### config.mk
export PLATFORM = sky130hd
export DESIGN_NAME = tour_cmd_seq
export DESIGN_NICKNAME = d
export VERILOG_FILES = /design/src/rtl/tour_cmd_seq.sv
export SDC_FILE = /design/constraint.sdc
export NUM_CORES = 1
export LEC_CHECK = 0
export CAP_MARGIN = 10
export CELL_PAD_IN_SITES_DETAIL_PLACEMENT = 0
export CELL_PAD_IN_SITES_GLOBAL_PLACEMENT = 2
export CORE_MARGIN = 4
export CORE_UTILIZATION = 19
export DETAILED_ROUTE_END_ITERATION = 10
export GPL_TIMING_DRIVEN = 0
export MAX_ROUTING_LAYER = met4
export PLACE_DENSITY = 0.86
export SETUP_SLACK_MARGIN = 0.1
export SLEW_MARGIN = 5
export SYNTH_ARGS = -nofsm -noshare
export SYNTH_HDL_FRONTEND = slang
export SYNTH_SLANG_ARGS = --single-unit
### constraint.sdc
create_clock -name clk -period 2.15 [get_ports clk]
set_input_delay 0.43 -clock clk [delete_from_list [all_inputs] [get_ports clk]]
set_output_delay 0.43 -clock clk [all_outputs]
set_load 0.01 [all_outputs]
### src/rtl/tour_cmd_seq.sv
// Replays a knight's tour as vertical/horizontal motion commands, or passes UART commands through when idle.
// Optional TOUR_CMD_CHK_EN: abort the tour with a tour_err_o pulse when a move is not one-hot.
module tour_cmd_seq #(
  parameter int NUM_MOVES = 24
) (
  input  logic        clk,
  input  logic        rst,
  input  logic        start_tour_i,
  input  logic [7:0]  move_i,
  output logic [4:0]  indx_o,
  input  logic [15:0] cmd_uart_i,
  input  logic        cmd_rdy_uart_i,
  output logic [15:0] cmd_o,
  output logic        cmd_rdy_o,
  input  logic        clr_cmd_rdy_i,
  input  logic        send_resp_i,
  output logic [7:0]  resp_o,
  output logic        tour_active_o
`ifdef TOUR_CMD_CHK_EN
  ,
  output logic        tour_err_o
`endif
);

  typedef enum logic [2:0] {
    IDLE   = 3'd0,
    VERT   = 3'd1,
    WAIT_V = 3'd2,
    HORZ   = 3'd3,
    WAIT_H = 3'd4
  } state_t;

  localparam logic [3:0] OP_MOVE     = 4'h2;
  localparam logic [3:0] OP_FANFARE  = 4'h3;
  localparam logic [7:0] HEAD_NORTH  = 8'h00;
  localparam logic [7:0] HEAD_WEST   = 8'h3F;
  localparam logic [7:0] HEAD_SOUTH  = 8'h7F;
  localparam logic [7:0] HEAD_EAST   = 8'hBF;
  localparam logic [7:0] RESP_DONE   = 8'hA5;
  localparam logic [7:0] RESP_BUSY   = 8'h5A;
  localparam logic [4:0] LAST_IDX    = 5'(NUM_MOVES - 1);

  state_t      state_q, state_d;
  logic [4:0]  indx_q, indx_d;
  logic        tour_active_q;
  logic [7:0]  resp_q;
  logic        tour_err_q;
  logic        abort_d;
  logic        move_ok;
  logic [7:0]  v_head, h_head;
  logic [3:0]  v_cnt, h_cnt;

  // Lowest set bit wins, so a zero move decodes to heading north with zero squares.
  always_comb begin
    v_head = HEAD_NORTH;
    v_cnt  = 4'd0;
    h_head = HEAD_NORTH;
    h_cnt  = 4'd0;
    casez (move_i)
      8'b???????1: begin v_head = HEAD_NORTH; v_cnt = 4'd2; h_head = HEAD_WEST; h_cnt = 4'd1; end
      8'b??????10: begin v_head = HEAD_NORTH; v_cnt = 4'd2; h_head = HEAD_EAST; h_cnt = 4'd1; end
      8'b?????100: begin v_head = HEAD_NORTH; v_cnt = 4'd1; h_head = HEAD_WEST; h_cnt = 4'd2; end
      8'b????1000: begin v_head = HEAD_SOUTH; v_cnt = 4'd1; h_head = HEAD_WEST; h_cnt = 4'd2; end
      8'b???10000: begin v_head = HEAD_SOUTH; v_cnt = 4'd2; h_head = HEAD_WEST; h_cnt = 4'd1; end
      8'b??100000: begin v_head = HEAD_SOUTH; v_cnt = 4'd2; h_head = HEAD_EAST; h_cnt = 4'd1; end
      8'b?1000000: begin v_head = HEAD_SOUTH; v_cnt = 4'd1; h_head = HEAD_EAST; h_cnt = 4'd2; end
      8'b10000000: begin v_head = HEAD_NORTH; v_cnt = 4'd1; h_head = HEAD_EAST; h_cnt = 4'd2; end
      default: ;
    endcase
  end

`ifdef TOUR_CMD_CHK_EN
  assign move_ok = (move_i != 8'd0) && ((move_i & (move_i - 8'd1)) == 8'd0);
`else
  assign move_ok = 1'b1;
`endif

  assign abort_d = (state_q == VERT) && !move_ok;

  always_comb begin
    cmd_o     = cmd_uart_i;
    cmd_rdy_o = cmd_rdy_uart_i;
    case (state_q)
      IDLE: ;
      VERT: begin
        cmd_o     = {OP_MOVE, v_head, v_cnt};
        cmd_rdy_o = move_ok;
      end
      HORZ: begin
        cmd_o     = {OP_FANFARE, h_head, h_cnt};
        cmd_rdy_o = 1'b1;
      end
      default: cmd_rdy_o = 1'b0;
    endcase
  end

  always_comb begin
    state_d = state_q;
    indx_d  = indx_q;
    case (state_q)
      IDLE: if (start_tour_i) begin
        state_d = VERT;
        indx_d  = 5'd0;
      end
      VERT: begin
        if (abort_d) begin
          state_d = IDLE;
          indx_d  = 5'd0;
        end else if (clr_cmd_rdy_i) begin
          state_d = WAIT_V;
        end
      end
      WAIT_V: if (send_resp_i) state_d = HORZ;
      HORZ:   if (clr_cmd_rdy_i) state_d = WAIT_H;
      WAIT_H: if (send_resp_i) begin
        if (indx_q == LAST_IDX) begin
          state_d = IDLE;
          indx_d  = 5'd0;
        end else begin
          state_d = VERT;
          indx_d  = indx_q + 5'd1;
        end
      end
      default: begin
        state_d = IDLE;
        indx_d  = 5'd0;
      end
    endcase
  end

  // Status outputs are registered from the next state so they line up with state_q.
  always_ff @(posedge clk or posedge rst) begin
    if (rst) begin
      state_q       <= IDLE;
      indx_q        <= 5'd0;
      tour_active_q <= 1'b0;
      resp_q        <= RESP_DONE;
      tour_err_q    <= 1'b0;
    end else begin
      state_q       <= state_d;
      indx_q        <= indx_d;
      tour_active_q <= (state_d != IDLE);
      resp_q        <= ((state_d == IDLE) || ((state_d == WAIT_H) && (indx_d == LAST_IDX)))
                       ? RESP_DONE : RESP_BUSY;
      tour_err_q    <= abort_d;
    end
  end

  assign indx_o        = indx_q;
  assign resp_o        = resp_q;
  assign tour_active_o = tour_active_q;

`ifdef TOUR_CMD_CHK_EN
  assign tour_err_o = tour_err_q;
`else
  logic unused_err;
  assign unused_err = tour_err_q;
`endif

endmodule

* After elaboration in Yosys (flattened, before gate mapping)
Cells that the tools add are included.
Word-level totals: register bits after elaboration 17, bits of input ports 30, output and inout bits 31, logic and storage cells 49
Operators by class: $add $sub $neg 1, equality and inequality tests 14, muxes and demuxes 18, reductions and logical operators 12
Operator list (count):
- one-hot mux 16 bit (2 select lines) | 1
- OR reduction 4 bit | 5
- one-hot mux 8 bit (2 select lines) | 1
- equality test 5 bit, second input constant | 3
- 2-to-1 mux 3 bit | 5
- 2-to-1 mux 5 bit | 3
- one-hot mux 3 bit (5 select lines) | 1
- one-hot mux 5 bit (3 select lines) | 1
- equality test 3 bit, second input constant | 3
- equality test 8 bit, second input constant | 1
- 2-to-1 mux 8 bit | 1
- one-hot mux 2 bit (2 select lines) | 2
- equality test 7 bit, second input constant | 1
- 2-to-1 mux 7 bit | 1
- equality test 3 x 2 -> 1 bit, second input constant | 2
- equality test 6 bit, second input constant | 1
- zero test 3 bit | 2
- adder 5 x 1 -> 5 bit, second input constant | 1
- equality test 4 bit, second input constant | 1
- equality test 3 x 1 -> 1 bit, second input constant | 1
- nonzero test 3 bit | 1
- OR reduction 3 bit | 1
- equality test 2 bit, second input constant | 1
- one-hot mux 1 bit (2 select lines) | 1
- 4 further kinds | 4

* Logic depth before layout (Yosys ltp)
depth in word-level cells 8, gate-level depth with buffers 6, gate-level depth less buffers 6

* Worst setup path after synthesis
OpenSTA, ideal clock, no wires.
kind in2out, start point in move_i[5], end point out cmd_o[4], stages 5, required time 1.720 ns, arrival time 1.518 ns, setup slack 0.202 ns, buffers on the path 0, cells stage by stage or3_1 > a21oi_1 > nor3_1 > a2111oi_4 > nor2_1
On the way: word-level cells in the longest chain between the ends 4, elaborated cells between the ends (all ways) 8, those cells by class 3 x eq/ne; 3 x mux; 2 x reduce/logical
RTL lines:
- start, declared | RTL line 9 | input logic [7:0] move_i,
- equality test 8 bit, or another cell as far along | RTL line 59 | casez (move_i)
- OR reduction 4 bit (no source line)
- one-hot mux 8 bit (2 select lines) or 2-to-1 mux 7 bit (tied branches) | RTL line 59
- one-hot mux 16 bit (2 select lines) (*) | RTL line 83 | case (state_q)
- end, declared | RTL line 13 | output logic [15:0] cmd_o,
Mark *: on every way between the ends. The rest lies on a longest branch, timed or not.

* Final worst setup path
start point in move_i[6], end point out cmd_o[7]
On the way: word-level cells in the longest chain between the ends 4, elaborated cells between the ends (all ways) 7, those cells by class 2 x eq/ne; 3 x mux; 2 x reduce/logical
RTL lines (RTL line):
- equality test 8 bit or equality test 7 bit (tied branches) | 59
- OR reduction 4 bit (no source line)
- one-hot mux 8 bit (2 select lines) or 2-to-1 mux 7 bit (tied branches) | 59
- one-hot mux 16 bit (2 select lines) (*) | 83
Marks and branches as above.

==> impl_metrics.ini <==
[sta]
grt_setup_unrepaired = true
slew_viol_final = 0
whs_ns = 0.476
max_slew_margin_pct = 72.5
hold_viol = 0
tns_ns = -0.229
fin_skew_ns = 0.00571
layout_min_cycle_time_ns = 2.22
fmax_ghz = 0.451
worst_slew_pin_slew_ns = 0.412
finalWorstSetupSlack_ns = -0.0687
finalSetupViolCount = 4
min_period_over_period_pct = 103

[placed_design]
dp_hpwl_um = 2410
io_buffers = 60
dpl_cell_area_um2 = 1670
pre_cts_ws_ns = -0.816
gp_congestion = 0.733

[setup_path]
crit_start = move_i[6]
crit_required_ns = 1.72
ff2ff_setup_slack_ns = 0.35
rr_endpoint = resp_o[6]
crit_path_end = cmd_o[7]
reg2reg_depth = 6
crit_arrival_ns = 1.79
end_kind = output port
path_max_fanout = 5
crit_type = in -> out
cp-start-kind = input pin
r2r-start = state_q[1]

[floorplanning]
dieWidth_um = 79.9
design.die.area_um2 = 6390
boundaryPins = 61
rows = 25
start_util_pct = 20.2
core_area_um2 = 4880
die_h_um = 79.9

[detailed_routing]
drc_errors = 0
routedWlPerCell_um = 12.6
vias_per_cell = 4.28
firstDrtPassIters = 4
vias = 1138
wl_um = 3350
ant_nets = 0
drt_iter0_drc = 28

[pwr]
seq_power_share_pct = 15.4
clkPwrFrac_pct = 9.5
p_leak_nw = 0.843
vdd_drop_max_mv = 0.336
pwr-share-comb_pct = 75.1
power.internal_mw = 1.33
p_switching_mw = 0.863
p_sw_share_pct = 39.4
p_per_area_nw_per_um2 = 1140

[logic_synthesis]
syn_avg_cell_area_um2 = 8.26
ys_seq_area_share_pct = 28.1
yosysWarningCount = 0
synth_top_flop_cell = dfrtp_1
synth_seq_cells = 11
async_reset_ff_share_pct = 100
synthCells = 119
syn_area_um2 = 983
synth_edf_count = 0
synth_cell_type_count = 45
synth_nets = 150

[clock_network]
cts_htree_levels = 1
cts_buffers = 3
clkSlewWorstSetupHoldPaths_ns = 0.05
clock_latency_ns = 0.24
root_buffer = clkbuf_8
clkSinkCount = 11
clk_path_buf_depth = 2
holdBufCountCts = 0
cts_tree = yes

[final_layout]
drive_above_1_share_pct = 38.7
fin_area_um2 = 1930
diodes = 0
num-nets-final = 231
syn2layout_area_growth_pct = 95.9

[global_route]
grt_max_degree = 12
grt_overflow = 0
grt_pass1_vias = 1097
antenna_found_initial = 0
grt_use_total_pct = 10.5
grt_pass1_wl_um = 5230

[status]
violations = negative setup slack
outcome = finished, violations left

[hold_path]
hp-class = in -> async

[job]
maxCapViolCount = 0
how the worst min path moves through the flow:
stage / depth (start not counted) / end / startpoint
6_report: 2 / indx_o[4] / rst
5_1_grt: 2 / indx_o[2] / rst
4_1_cts: 2 / indx_o[4] / rst
3_5_place_dp: 1 / indx_o[1] / indx_o[1]
3_3_place_gp: 1 / indx_o[1] / indx_o[1]
2_1_floorplan: 1 / indx_o[0] / rst
worst max-delay path, stage by stage:
cell       delay, ns
buf_8           0.10
or3_4           0.39
a21oi_4         0.16
nor3_4          0.07
a2111oi_4       0.18
buf_4           0.20
buf_6           0.11
nor2_2          0.03
buf_2           0.14
per-layer routing:
| layer | vias up | global-route usage (%) | share of wire (%) |
|---|---|---|---|
| li1 | 579 | - | - |
| met1 | 516 | 12.7 | 44 |
| met2 | 39 | 17.1 | 47 |
| met3 | 4 | 2.37 | 7.0 |
| met4 | 0 | 3.55 | 1.2 |
| met5 | - | - | 0 |
power groups by stage:
stage | clock [mW] | combinational [mW] | sequential (mW)
after floorplan | 0 | 0.751 | 0.353
after global placement | 0 | 1.44 | 0.346
after detailed placement | 0 | 1.44 | 0.345
after CTS | 0.212 | 1.54 | 0.335
after global routing | 0.223 | 1.79 | 0.348
final | 0.207 | 1.65 | 0.337
registers in the layout, indices dropped and copies added (netlist names):
name	flops
state_q	3
resp_o	2
tour_active_o	1
indx_o	5
repair_timing:
item                                   in CTS  in global routing
pin swaps                                  16                  5
setup endpoints to repair                  17                 16
resized for setup                         101                 21
buffers inserted                           10                  6
endpoints found under the hold margin       0                  0
cell families after synthesis:
kind of cell               count (synthesis)  share of synthesized area [%]
xor gates and xnor gates                   1                          0.891
DFF                                       11                           28.1
AOI/OAI and AO/OA                         31                           23.9
adders and majority gates                  1                           1.27
muxes                                      2                           2.29
buffers and inverters                     18                           11.6
and+or+nand+nor                           55                           31.9
final cells by class:
| cell class | count | area (um^2) |
|---|---|---|
| plain buffers | 12 | 120 |
| clock buffers | 4 | 45.0 |
| fillers | 524 | 2950 |
| inverters | 6 | 22.5 |
| multi-input cells | 90 | 692 |
| flip-flops and latches | 11 | 278 |
| well taps | 67 | 83.8 |
| repair buffers | 76 | 686 |
through the flow:
| step | cells | power, mW | util, % |
|---|---|---|---|
| 6_report | 266 | 2.19 | 39.5 |
| 5_1_grt | 266 | 2.36 | 39.5 |
| 4_1_cts | 260 | 2.09 | 37.7 |
| 3_5_place_dp | 246 | 1.78 | 34.2 |
| 3_3_place_gp | 246 | 1.78 | 34.2 |
| 2_1_floorplan | 119 | 1.10 | - |
cell usage after synthesis (2+ instances only):
library cell / number / area share (%)
o21bai_1: 2 / 1.5
o21a_1: 2 / 1.5
inv_1: 6 / 2.3
and2_1: 4 / 2.5
buf_6: 2 / 2.3
nand2b_1: 4 / 2.5
a21oi_1: 9 / 4.6
buf_4: 8 / 6.1
a32o_1: 2 / 2.0
nor2_1: 17 / 6.5
or2_2: 2 / 1.3
o21ai_0: 4 / 2.0
dfrtp_1: 10 / 25
nor3b_4: 2 / 3.8
nor3_1: 4 / 2.0
mux2_2: 2 / 2.3
nand4_1: 2 / 1.3
o211ai_1: 2 / 1.5
nand2_1: 9 / 3.4
placed cells by master (no fill, tap or decap), drive strengths merged, types with 2 or more instances in the layout:
cell           instances
dfrtp                 10
dlymetal6s2s           2
nand4                  2
clkdlybuf4s50         35
mux2                   2
dlygate4sd2            5
nand2b                 4
inv                    6
or2                    2
and2                   4
a32o                   3
o22ai                  2
o21ai                  5
nor3                   4
buf                   43
a21oi                  9
nor3b                  2
clkbuf                 6
nor2                  17
o211ai                 2
o21a                   2
nand2                  9
o21bai                 2
Power figures use the tool's default switching activity.
